--- src/rtl/traffic_pkg.sv ---
// traffic_pkg: shared definitions for the intersection phase sequencer.
//   state_t : phase codes, also exported on the phase debug port
//   RED/YEL/GRN : one-hot lamp encodings, {red,yellow,green}
package traffic_pkg;

    typedef enum logic [2:0] {
        NS_GREEN  = 3'd0,
        NS_YELLOW = 3'd1,
        ALL_RED_A = 3'd2,
        EW_GREEN  = 3'd3,
        EW_YELLOW = 3'd4,
        ALL_RED_B = 3'd5,
        PED       = 3'd6
    } state_t;

    localparam logic [2:0] RED = 3'b100;
    localparam logic [2:0] YEL = 3'b010;
    localparam logic [2:0] GRN = 3'b001;

endpackage

--- src/rtl/phase_timer.sv ---
// phase_timer: restartable tick counter measuring the time spent in a phase.
//   clk, reset_n : clock, asynchronous active-low reset
//   restart      : zero the count (asserted on the edge of a state change)
//   tick         : time-base strobe; the count only advances on tick
//   dur          : phase duration in ticks; 0 behaves as 1
//   saturate     : hold the count at dur-1 instead of wrapping
//   expired      : tick with count at dur-1 (last tick of the phase)
module phase_timer #(
    parameter int unsigned TW = 8
) (
    input  logic          clk,
    input  logic          reset_n,
    input  logic          restart,
    input  logic          tick,
    input  logic [TW-1:0] dur,
    input  logic          saturate,
    output logic          expired
);

    logic [TW-1:0] count;
    logic [TW-1:0] last;

    assign last    = (dur == '0) ? '0 : dur - TW'(1);
    assign expired = tick && (count == last);

    always_ff @(posedge clk or negedge reset_n) begin
        if (!reset_n) begin
            count <= '0;
        end else if (restart) begin
            count <= '0;
        end else if (tick) begin
            if (count != last) begin
                count <= count + TW'(1);
            end else if (!saturate) begin
                count <= '0;
            end
        end
    end

endmodule

--- src/rtl/traffic_light_fsm.sv ---
// traffic_light_fsm: phase sequencer for an NS main / EW side intersection
// with a pedestrian crossing.
//   clk, reset_n : clock, asynchronous active-low reset
//   tick         : one-clk time-base strobe; all timing advances on tick
//   sensor_ew    : level, vehicle waiting on EW
//   ped_req      : pedestrian button, latched until PED is entered
//   ns_light     : NS lamps {red,yellow,green}, one-hot
//   ew_light     : EW lamps {red,yellow,green}, one-hot
//   walk         : pedestrian walk lamp
//   phase        : current state code
module traffic_light_fsm
    import traffic_pkg::*;
#(
    parameter int unsigned TW       = 8,
    parameter int unsigned GREEN_NS = 20,
    parameter int unsigned GREEN_EW = 10,
    parameter int unsigned YELLOW   = 3,
    parameter int unsigned ALL_RED  = 1,
    parameter int unsigned PED_WALK = 8
) (
    input  logic       clk,
    input  logic       reset_n,
    input  logic       tick,
    input  logic       sensor_ew,
    input  logic       ped_req,
    output logic [2:0] ns_light,
    output logic [2:0] ew_light,
    output logic       walk,
    output logic [2:0] phase
);

    localparam logic [TW-1:0] DUR_NS  = TW'(GREEN_NS);
    localparam logic [TW-1:0] DUR_EW  = TW'(GREEN_EW);
    localparam logic [TW-1:0] DUR_Y   = TW'(YELLOW);
    localparam logic [TW-1:0] DUR_AR  = TW'(ALL_RED);
    localparam logic [TW-1:0] DUR_PED = TW'(PED_WALK);

    state_t        state;
    state_t        next_state;
    logic          ped_pending;
    logic [TW-1:0] dur;
    logic          expired;
    logic          restart;
    logic          saturate;

    // NS green saturates so that once the minimum has run out, every tick
    // reports expiry and the first tick with demand leaves the state.
    assign restart  = (next_state != state);
    assign saturate = (state == NS_GREEN);

    phase_timer #(.TW(TW)) u_timer (
        .clk      (clk),
        .reset_n  (reset_n),
        .restart  (restart),
        .tick     (tick),
        .dur      (dur),
        .saturate (saturate),
        .expired  (expired)
    );

    always_ff @(posedge clk or negedge reset_n) begin
        if (!reset_n) begin
            state <= ALL_RED_B;
        end else begin
            state <= next_state;
        end
    end

    // A request arriving on the same edge that enters PED is served by that
    // PED phase, so the clear takes priority over the set.
    always_ff @(posedge clk or negedge reset_n) begin
        if (!reset_n) begin
            ped_pending <= 1'b0;
        end else if (next_state == PED && state != PED) begin
            ped_pending <= 1'b0;
        end else if (ped_req) begin
            ped_pending <= 1'b1;
        end
    end

    always_comb begin
        dur = DUR_AR;
        case (state)
            NS_GREEN:             dur = DUR_NS;
            NS_YELLOW, EW_YELLOW: dur = DUR_Y;
            EW_GREEN:             dur = DUR_EW;
            PED:                  dur = DUR_PED;
            default:              dur = DUR_AR;
        endcase
    end

    always_comb begin
        next_state = state;
        case (state)
            NS_GREEN:  if (expired && (sensor_ew || ped_pending)) next_state = NS_YELLOW;
            NS_YELLOW: if (expired) next_state = ALL_RED_A;
            ALL_RED_A: if (expired) next_state = ped_pending ? PED : EW_GREEN;
            EW_GREEN:  if (expired) next_state = EW_YELLOW;
            EW_YELLOW: if (expired) next_state = ALL_RED_B;
            ALL_RED_B: if (expired) next_state = NS_GREEN;
            PED:       if (expired) next_state = ALL_RED_B;
            default:   next_state = ALL_RED_B;
        endcase
    end

    always_comb begin
        ns_light = RED;
        ew_light = RED;
        walk     = 1'b0;
        case (state)
            NS_GREEN:  ns_light = GRN;
            NS_YELLOW: ns_light = YEL;
            EW_GREEN:  ew_light = GRN;
            EW_YELLOW: ew_light = YEL;
            PED:       walk     = 1'b1;
            default:   ;
        endcase
    end

    assign phase = state;

endmodule

--- config.mk ---
export PLATFORM = sky130hd
export DESIGN_NAME = traffic_light_fsm
export DESIGN_NICKNAME = d
export VERILOG_FILES = /design/src/rtl/traffic_pkg.sv /design/src/rtl/phase_timer.sv /design/src/rtl/traffic_light_fsm.sv
export SDC_FILE = /design/constraint.sdc
export NUM_CORES = 1
export LEC_CHECK = 0
export ABC_CLOCK_PERIOD_IN_PS = 2200
export CAP_MARGIN = 40
export CORE_ASPECT_RATIO = 0.8
export CORE_MARGIN = 1.5
export CORE_UTILIZATION = 55
export CTS_BUF_LIST = sky130_fd_sc_hd__clkbuf_2
export DETAILED_ROUTE_END_ITERATION = 8
export PLACE_DENSITY = 0.81
export SLEW_MARGIN = 15
export SYNTH_ARGS = -nofsm -noshare
export SYNTH_HDL_FRONTEND = slang
export SYNTH_SLANG_ARGS = --single-unit
--- constraint.sdc ---
create_clock -name clk -period 2.2 [get_ports clk]
set_input_delay 0.66 -clock clk [delete_from_list [all_inputs] [get_ports clk]]
set_output_delay 0.66 -clock clk [all_outputs]
set_load 0.05 [all_outputs]
== Word level (Yosys, flattened, before mapping) ==
Index checks and enable logic that the tools add are counted.
Word-level totals
  word-level logic and storage cells: 47
  bits in registers: 12
Cells by class
  reduce and logical (&&, ||, !) cells: 11
  $add $sub $neg: 2
  multiplexer cells: 19
  eq/ne operators: 12
Operators by type and width (count)
  $mux 8: 5
  $mux 3: 7
  $pmux 5 s4: 1
  $pmux 3 s6: 1
  $eq 3x3->1 const B: 4
  $pmux 3 s2: 2
  $add 8x1->8 const B: 1
  $eq 8x8->1: 1
  $logic_not 8->1: 1
  $ne 8x8->1: 1
  $eq 3x2->1 const B: 2
  $ne 3x3->1 const B: 2
  $sub 5x1->6 const B: 1
  $reduce_bool 2->1: 2
  $reduce_or 2->1: 2
  $eq 3x1->1 const B: 1
  $logic_and 1x1->1: 3
  $logic_not 3->1: 1
  $mux 1: 3
  $ne 3x3->1: 1
  $reduce_and 2->1: 1
  $logic_or 1x1->1: 1

== Logic depth before layout (Yosys ltp) ==
Gate-level depths: netlist of run 1.
  word-level depth: 13
  depth in mapped cells: 7
  mapped depth without buffers: 5

== Modules after synthesis ==
From an unflattened synthesis of run 1, not the netlist that was laid out.
Unflattened totals
  cell total of the unflattened synthesis: 153
  area, all modules: 1219.9 um2
By module, submodules not included
  phase_timer: seq. area each 200.2 um2, instances 1, area an instance 907.1 um2, cells each 109
  traffic_light_fsm: seq. area each 102.6 um2, instances 1, area an instance 312.8 um2, cells each 44

== Least setup slack after synthesis of run 1 ==
OpenSTA, ideal clock, no wires.
  path type: flip-flop to flip-flop
  from: reg state[1] (netlist: phase[1])
  to: reg u_timer.count[1]
  path buffers: 1
  required time: 2113 ps
  path slack: -635 ps
  library setup time: 87 ps
  arrival: 2748 ps
  cell stages (with the launch flop): 7
  cells stage by stage: dfrtp_1 > buf_4 > nor3_1 > nand2_1 > a2111oi_1 > o21ai_0 > a22oi_1
On the way
  longest elaborated chain between the ends: 13
  elaborated cells between the ends (all ways): 31
  those cells by class: add/sub: 1; eq/ne: 10; mux: 12; reduce/logical: 8
Ends and longest elaborated chain
  start: declaration: line traffic_light_fsm.sv:38  | state_t state;
  start signal: assignment: line traffic_light_fsm.sv:65  | state <= next_state;
  $eq 3x3->1 or $eq 3x1->1 (tied branches): line traffic_light_fsm.sv:83, traffic_light_fsm.sv:94
  $reduce_or 2->1: line traffic_light_fsm.sv:83  | case (state)
  $pmux 5 s4: line traffic_light_fsm.sv:83
  $sub 5x1->6 or $logic_not 8->1 (tied branches): line phase_timer.sv:23  | assign last = (dur == '0) ? '0 : dur - TW'(1);
  $mux 8: line phase_timer.sv:23
  $eq 8x8->1: line phase_timer.sv:24  | assign expired = tick && (count == last);
  $logic_and 1x1->1: line phase_timer.sv:24
  $logic_and 1x1->1: line traffic_light_fsm.sv:95  | NS_GREEN: if (expired && (sensor_ew || ped_pending)) next_state = NS_YELLOW;
  $mux 3: line traffic_light_fsm.sv:95
  $pmux 3 s6: line traffic_light_fsm.sv:94  | case (state)
  $ne 3x3->1: line traffic_light_fsm.sv:48  | assign restart = (next_state != state);
  $ne 3x3->1 (no source line) or $reduce_bool 2->1 (tied branches)
  $reduce_and 2->1 (no source line)
  end signal: assignment: line phase_timer.sv:33  | count <= count + TW'(1);
  end: declaration: line phase_timer.sv:20  | logic [TW-1:0] count;
Several ways; a longest one is shown, not always the timed one. The select of a mux whose other input is x is not followed.
A chain may end at the register's enable or synchronous reset.

== Final worst setup path of run 1 ==
  from: reg state[2] (netlist: phase[2])
  to: out ew_light[2]
On the way
  longest elaborated chain between the ends: 2
  elaborated cells between the ends (all ways): 3
  those cells by class: eq/ne: 2; mux: 1
Ends and longest elaborated chain
  $eq 3x3->1 or $eq 3x2->1 (tied branches): line traffic_light_fsm.sv:110  | case (state)
  $pmux 3 s2 *: line traffic_light_fsm.sv:110
  end: declaration: line traffic_light_fsm.sv:27  | output logic [2:0] ew_light,
Mark *: on every way between the ends. The rest lies on a longest branch, timed or not.

==> flow_summary.ini, run 1 <==
[synth]
ys_seq_area_share_pct = 31.43
synth_cells = 107
async_flop_share_pct = 100.0
syn_area_per_cell_sq_um = 9.004
syn_area_sq_um = 963.4
ys_ff_latch = 12
synth_cell_types = 50
synth_fp_nets = 113
yosysWarningCount = 0
ys.flop_type = dfrtp_1
synth-edff-count = 0

[sta]
setup_slack_ns = -0.05043
slew_headroom_pct = 64.22
slew_viol_final = 0
period_needed_ns = 2.250
finClkSkew_ns = 0.02521
min_period_over_period_pct = 102.3
rsz0062_at_grt = yes
setup_viol = 9
max_slew.worst_pin.slew_ns = 0.5350
fmax_mhz = 444.4
hold_viol = 0

[power_and_ir_drop]
p_per_area_nw_per_um2 = 1754
p_sw_share_pct = 48.98
power.total_mw = 2.398
ir_drop_v = 0.001285
p_sw_mw = 1.175
p_leak_nw = 0.5826
internal_power_mw = 1.224
pwr-share-comb_pct = 76.9
p_clk_share_pct = 5.0
p_seq_share_pct = 18.1

[setup_path]
crit_path_max_fanout = 4
slowest_delay_ns = 0.66
critPathBufInv = 1
crit_family = flip-flops
slowest_stage = dfstp_4
critPathRequiredTime_ns = 1.54
start_kind = flip-flop
worstPathArrival_ns = 1.59
critPathMostFrequentCell = nor2_4
crit_path_end_kind = output pin
critical_path_class = reg -> out
path_cells = or2b_4 -> nor2_4 -> nor2_4 -> buf_12

[cts]
cts_made_buffers = 3
clk_latency_ns = 0.28
cts_tree = done
clkSinkCount = 12
clkTransAtPathRegs_ns = 0.13
htree_levels = 1
hold_buffers = 0
clockRootBuffer = clkbuf_2
cts_max_path_buffers = 2

[routing]
vias = 949
drt_pass1_iterations = 4
drt_iter0_markers = 39
avgRoutedWirePerCell_um = 17.05
drc = 0
wl_um = 2592
ant_nets = 0
drt-vias-per-instance = 6.243

[layout]
final_nets = 137
drive_above_1_share_pct = 42.31
mostFrequentLayoutCell = buf_4
fill_cells = 78
antennaDiodeCount = 0
layout_common_cells = buf_4 (13), dfrtp_1 (9), buf_12 (9)
area_growth_pct = 41.95
final_area_sq_um = 1368

[job]
cap_violations = 0

[grt]
grt_max_degree = 15
grt_pass1_wl_um = 3594
track_usage_pct = 24.81
antenna_found_initial = 0
grt_pass1_vias = 788
grt_overflow = 0

[floorplanning]
rows = 13
die_h_um = 40.44
io_pins = 15
core-area_sq_um = 1627
die_area_sq_um = 2013
die_w_um = 49.80
initial_core_util_pct = 59.23

[worst_hold_path]
hold_path.class = reg -> reg

[status]
violations = setup timing
outcome = complete, but fails checks

[place]
place_congestion = 0.8560
dp_hpwl_um = 1682
portBuffers = 14
place_area_sq_um = 1230
place_ws_ns = 0.09410
## worst min-delay path: cells and delay by family (launching register included)
family | cells | cell delay, ns
simple gates | 1 | 0.06
compound gates | 1 | 0.10
flops | 1 | 0.38
## flip-flops by register name, indices dropped and copies added, names as in the netlist
name / count
u_timer.count: 8
ped_pending: 1
phase: 3
## final timing paths
check	from	cells after the start	end	slack (ns)
worst max-delay path	phase[2]	4	ew_light[2]	-0.05
worst min-delay path	ped_pending	2	ped_pending	0.58
worst max register to register	phase[2]	6	u_timer.count[1]	-0.04
worst min register to register	ped_pending	2	ped_pending	0.58
max in group asynchronous	reset_n	1	phase[1]	1.07
min in group asynchronous	reset_n	1	u_timer.count[7]	0.72
## what timing repair did
item / 4_1_cts / 5_1_grt
setup buffers: 2 / 6
setup endpoints to repair: 5 / 15
resized for setup: 5 / 8
gates cloned: 0 / 0
pin swaps: 2 / 5
## routing by layer
metal  vias to the layer above  GRT usage, %  routed length, um
met3                         2         6.716                142
met5                         -             0                  0
li1                        439             -                  -
met1                       477         30.21               1124
met2                        31         45.67               1315
met4                         0         4.861                  8
## kinds of logic (layout without fill, tap and decap cells)
| logic type | count (synthesis) | after routing | synth area share (%) |
|---|---|---|---|
| XOR/XNOR | 6 | 6 | 6.234 |
| flip-flops | 12 | 12 | 31.43 |
| AND/OR/NAND/NOR | 45 | 45 | 25.98 |
| adder cells (fa/ha/maj) | 1 | 1 | 1.298 |
| multiplexers | 1 | 1 | 1.428 |
| buffers and inverters | 10 | 33 | 6.233 |
| AO/OA/AOI/OAI | 32 | 32 | 27.40 |
## synth_stat cells (all sizes together) (3+ instances only)
cell   instances  area share [%]
nor2          12             4.9
dfrtp         10              26
a21oi          7             3.6
buf            7             5.1
nand2          7             2.7
xor2           6             6.2
o21ai          5             3.4
nand4          4             2.6
nor3           4             2.1
a21o           3             2.6
and2b          3             2.5
## per-stage QoR
stage / hold slack [ns] / utilization, % / cells / setup TNS, ns
floorplan: 0.3644 / - / 107 / -0.2575
global placement: 0.5342 / 75.62 / 140 / 0
detailed placement: 0.5515 / 75.62 / 140 / 0
CTS: 0.5738 / 78.77 / 146 / -0.09699
global route: 0.6118 / 84.08 / 152 / -1.104
finish: 0.5780 / 84.08 / 152 / -0.1637
## cell type report
type	count	area, sq um	share of cell area (%)
well taps	22	27.53	2.013
flip-flops and latches	12	311.5	22.78
clock buffers	4	20.02	1.464
repair buffers	27	329.1	24.06
multi-input cells	85	671.9	49.13
inverters	2	7.507	0.5489
## power by group through the flow
stage / clock (mW) / combinational, mW / sequential (mW)
after global routing: 0.132 / 1.93 / 0.446
after floorplan: 0 / 1.03 / 0.447
after global placement: 0 / 1.46 / 0.478
final: 0.119 / 1.84 / 0.435
after CTS: 0.121 / 1.57 / 0.457
after detailed placement: 0 / 1.48 / 0.494
No activity file was read; power rests on OpenSTA's default activity.
==> inputs of run 2 (changes only) <==
--- a/config.mk
+++ b/config.mk
@@ -7,7 +7,6 @@
 export LEC_CHECK = 0
 export ABC_CLOCK_PERIOD_IN_PS = 2200
 export CAP_MARGIN = 40
-export CORE_ASPECT_RATIO = 0.8
 export CORE_MARGIN = 1.5
 export CORE_UTILIZATION = 55
 export CTS_BUF_LIST = sky130_fd_sc_hd__clkbuf_2
==> run 2 against run 1 <==
  * The run still ends with setup timing left
  * Final cell count decreased by 5.9%
  * Sequential power about the same
  * Critical path depth unchanged
  * Fmax increased by 1.6%
  * First-iteration DRC count decreased by 13%
  * Routed wire length decreased by 3.7%
  * Sequential share of layout area increased by 1.2 points
  * Final area decreased by 4.8%
  * Count of clock-buffer cells in the layout decreased by 1
==> flow_summary.ini, run 2 (synthesized netlist as in run 1, its figures left out) <==
[cts]
hold_buffers = 0
clockRootBuffer = clkbuf_2
cts_made_buffers = 3
htree_levels = 1
cts_max_path_buffers = 2
clk_latency_ns = 0.29
clkSinkCount = 12
clkTransAtPathRegs_ns = 0.11
cts_tree = done

[setup_path]
critical_path_class = reg -> out
crit_family = flip-flops
crit_path_max_fanout = 4
slowest_stage = dfstp_4
critPathRequiredTime_ns = 1.54
start_kind = flip-flop
critPathMostFrequentCell = nor2_4
worstPathArrival_ns = 1.56
critPathBufInv = 1
slowest_delay_ns = 0.65
crit_path_end_kind = output pin
path_cells = or2b_4 -> nor2_4 -> nor2_4 -> buf_12
r2r_setup_slack_ns = 0.02

[floorplanning]
die_h_um = 44.86
die_w_um = 44.86
initial_core_util_pct = 61.11
io_pins = 15
die_area_sq_um = 2012
core-area_sq_um = 1577
rows = 14

[grt]
track_usage_pct = 28.87
grt_overflow = 0
grt_pass1_vias = 890
grt_max_degree = 15
grt_pass1_wl_um = 4174
antenna_found_initial = 0

[routing]
wl_um = 2496
vias = 936
drt_iter0_markers = 34
ant_nets = 0
avgRoutedWirePerCell_um = 17.45
drt_pass1_iterations = 4
drt-vias-per-instance = 6.545
drc = 0

[status]
violations = setup timing
outcome = complete, but fails checks

[layout]
final_nets = 134
largest-register = u_timer.count
final_area_sq_um = 1301
antennaDiodeCount = 0
largest_reg_flops = 8
utilization_pct = 82.54
mostFrequentLayoutCell = buf_4
drive_above_1_share_pct = 38.58
layout_common_cells = buf_4 (11), nor2_1 (9), dfrtp_1 (9), buf_12 (9)
area_growth_pct = 35.07

[sta]
slew_viol_final = 0
rsz0062_at_grt = yes
max_slew.worst_pin.slew_ns = 0.5549
setup_viol = 1
min_period_over_period_pct = 100.7
slew_headroom_pct = 62.89
period_needed_ns = 2.216
hold_viol = 0
finClkSkew_ns = 0.01863
setup_slack_ns = -0.01585
fmax_mhz = 451.3

[place]
place_ws_ns = 0.07977
place_congestion = 0.9008
dp_hpwl_um = 1690
portBuffers = 14
place_area_sq_um = 1215

[job]
cap_violations = 0

[worst_hold_path]
hold_path.class = reg -> reg

[power_and_ir_drop]
p_leak_nw = 0.5603
p_per_area_nw_per_um2 = 1733
ir_drop_v = 0.001115
==> run 2: changes by cell type in the layout (fill, tap and decap cells not counted), sizes merged <==
cell / delta
buf: -3
clkbuf: -1
clkinv: +1
==> run 2: power breakdown <==
group          total [mW]  internal (mW)  leakage (nW)  switching, mW
sequential          0.435          0.310         0.151          0.125
clock               0.118         0.0395        0.0140         0.0788
combinational        1.70          0.771         0.396          0.931
==> run 2: final timing paths <==
| kind | from | to | cells after the start |
|---|---|---|---|
| worst max-delay path | phase[2] | ew_light[2] | 4 |
| worst min register to register | ped_pending | ped_pending | 2 |
| worst max register to register | phase[2] | u_timer.count[0] | 6 |
| max in group asynchronous | reset_n | phase[1] | 1 |
| min in group asynchronous | reset_n | u_timer.count[7] | 1 |
| worst min-delay path | ped_pending | ped_pending | 2 |
==> run 2: through the flow <==
| stage | instances | power [mW] | setup TNS (ns) | hold slack, ns |
|---|---|---|---|---|
| after floorplan | 107 | 1.477 | -0.2575 | 0.3644 |
| after global placement | 133 | 1.893 | 0 | 0.5321 |
| after detailed placement | 133 | 1.951 | 0 | 0.5535 |
| after CTS | 142 | 2.151 | -0.05678 | 0.5792 |
| after global routing | 143 | 2.371 | -0.5977 | 0.6266 |
| final | 143 | 2.255 | -0.01585 | 0.5694 |
==> run 2: routing by layer <==
metal | global-route usage (%) | share of wire [%]
met1 | 38.40 | 41
met2 | 46.96 | 50
met3 | 5.200 | 7.0
met4 | 11.18 | 1.9
met5 | 0 | 0
==> run 2: repair_timing <==
| item | CTS | global route |
|---|---|---|
| setup endpoints to repair | 5 | 14 |
| gates resized for setup | 3 | 4 |
| setup buffers | 5 | 1 |
| pin swaps | 0 | 4 |
==> run 2: layout make-up <==
| class | instances | area (sq um) |
|---|---|---|
| sequential | 12 | 311.5 |
| clock inverter | 1 | 3.754 |
| fill | 96 | 275.3 |
| clock buffer | 3 | 15.01 |
| inverter | 2 | 7.507 |
| tap | 16 | 20.02 |
| multi-input combinational | 85 | 640.6 |
| timing repair buffer | 24 | 302.8 |
==> run 2: tightest hold or removal path, delay by kind of cell, from the launching register on <==
kind / cells / cell delay [ns]
DFF: 1 / 0.37
and+or+nand+nor: 1 / 0.05
AOI/OAI and AO/OA: 1 / 0.11
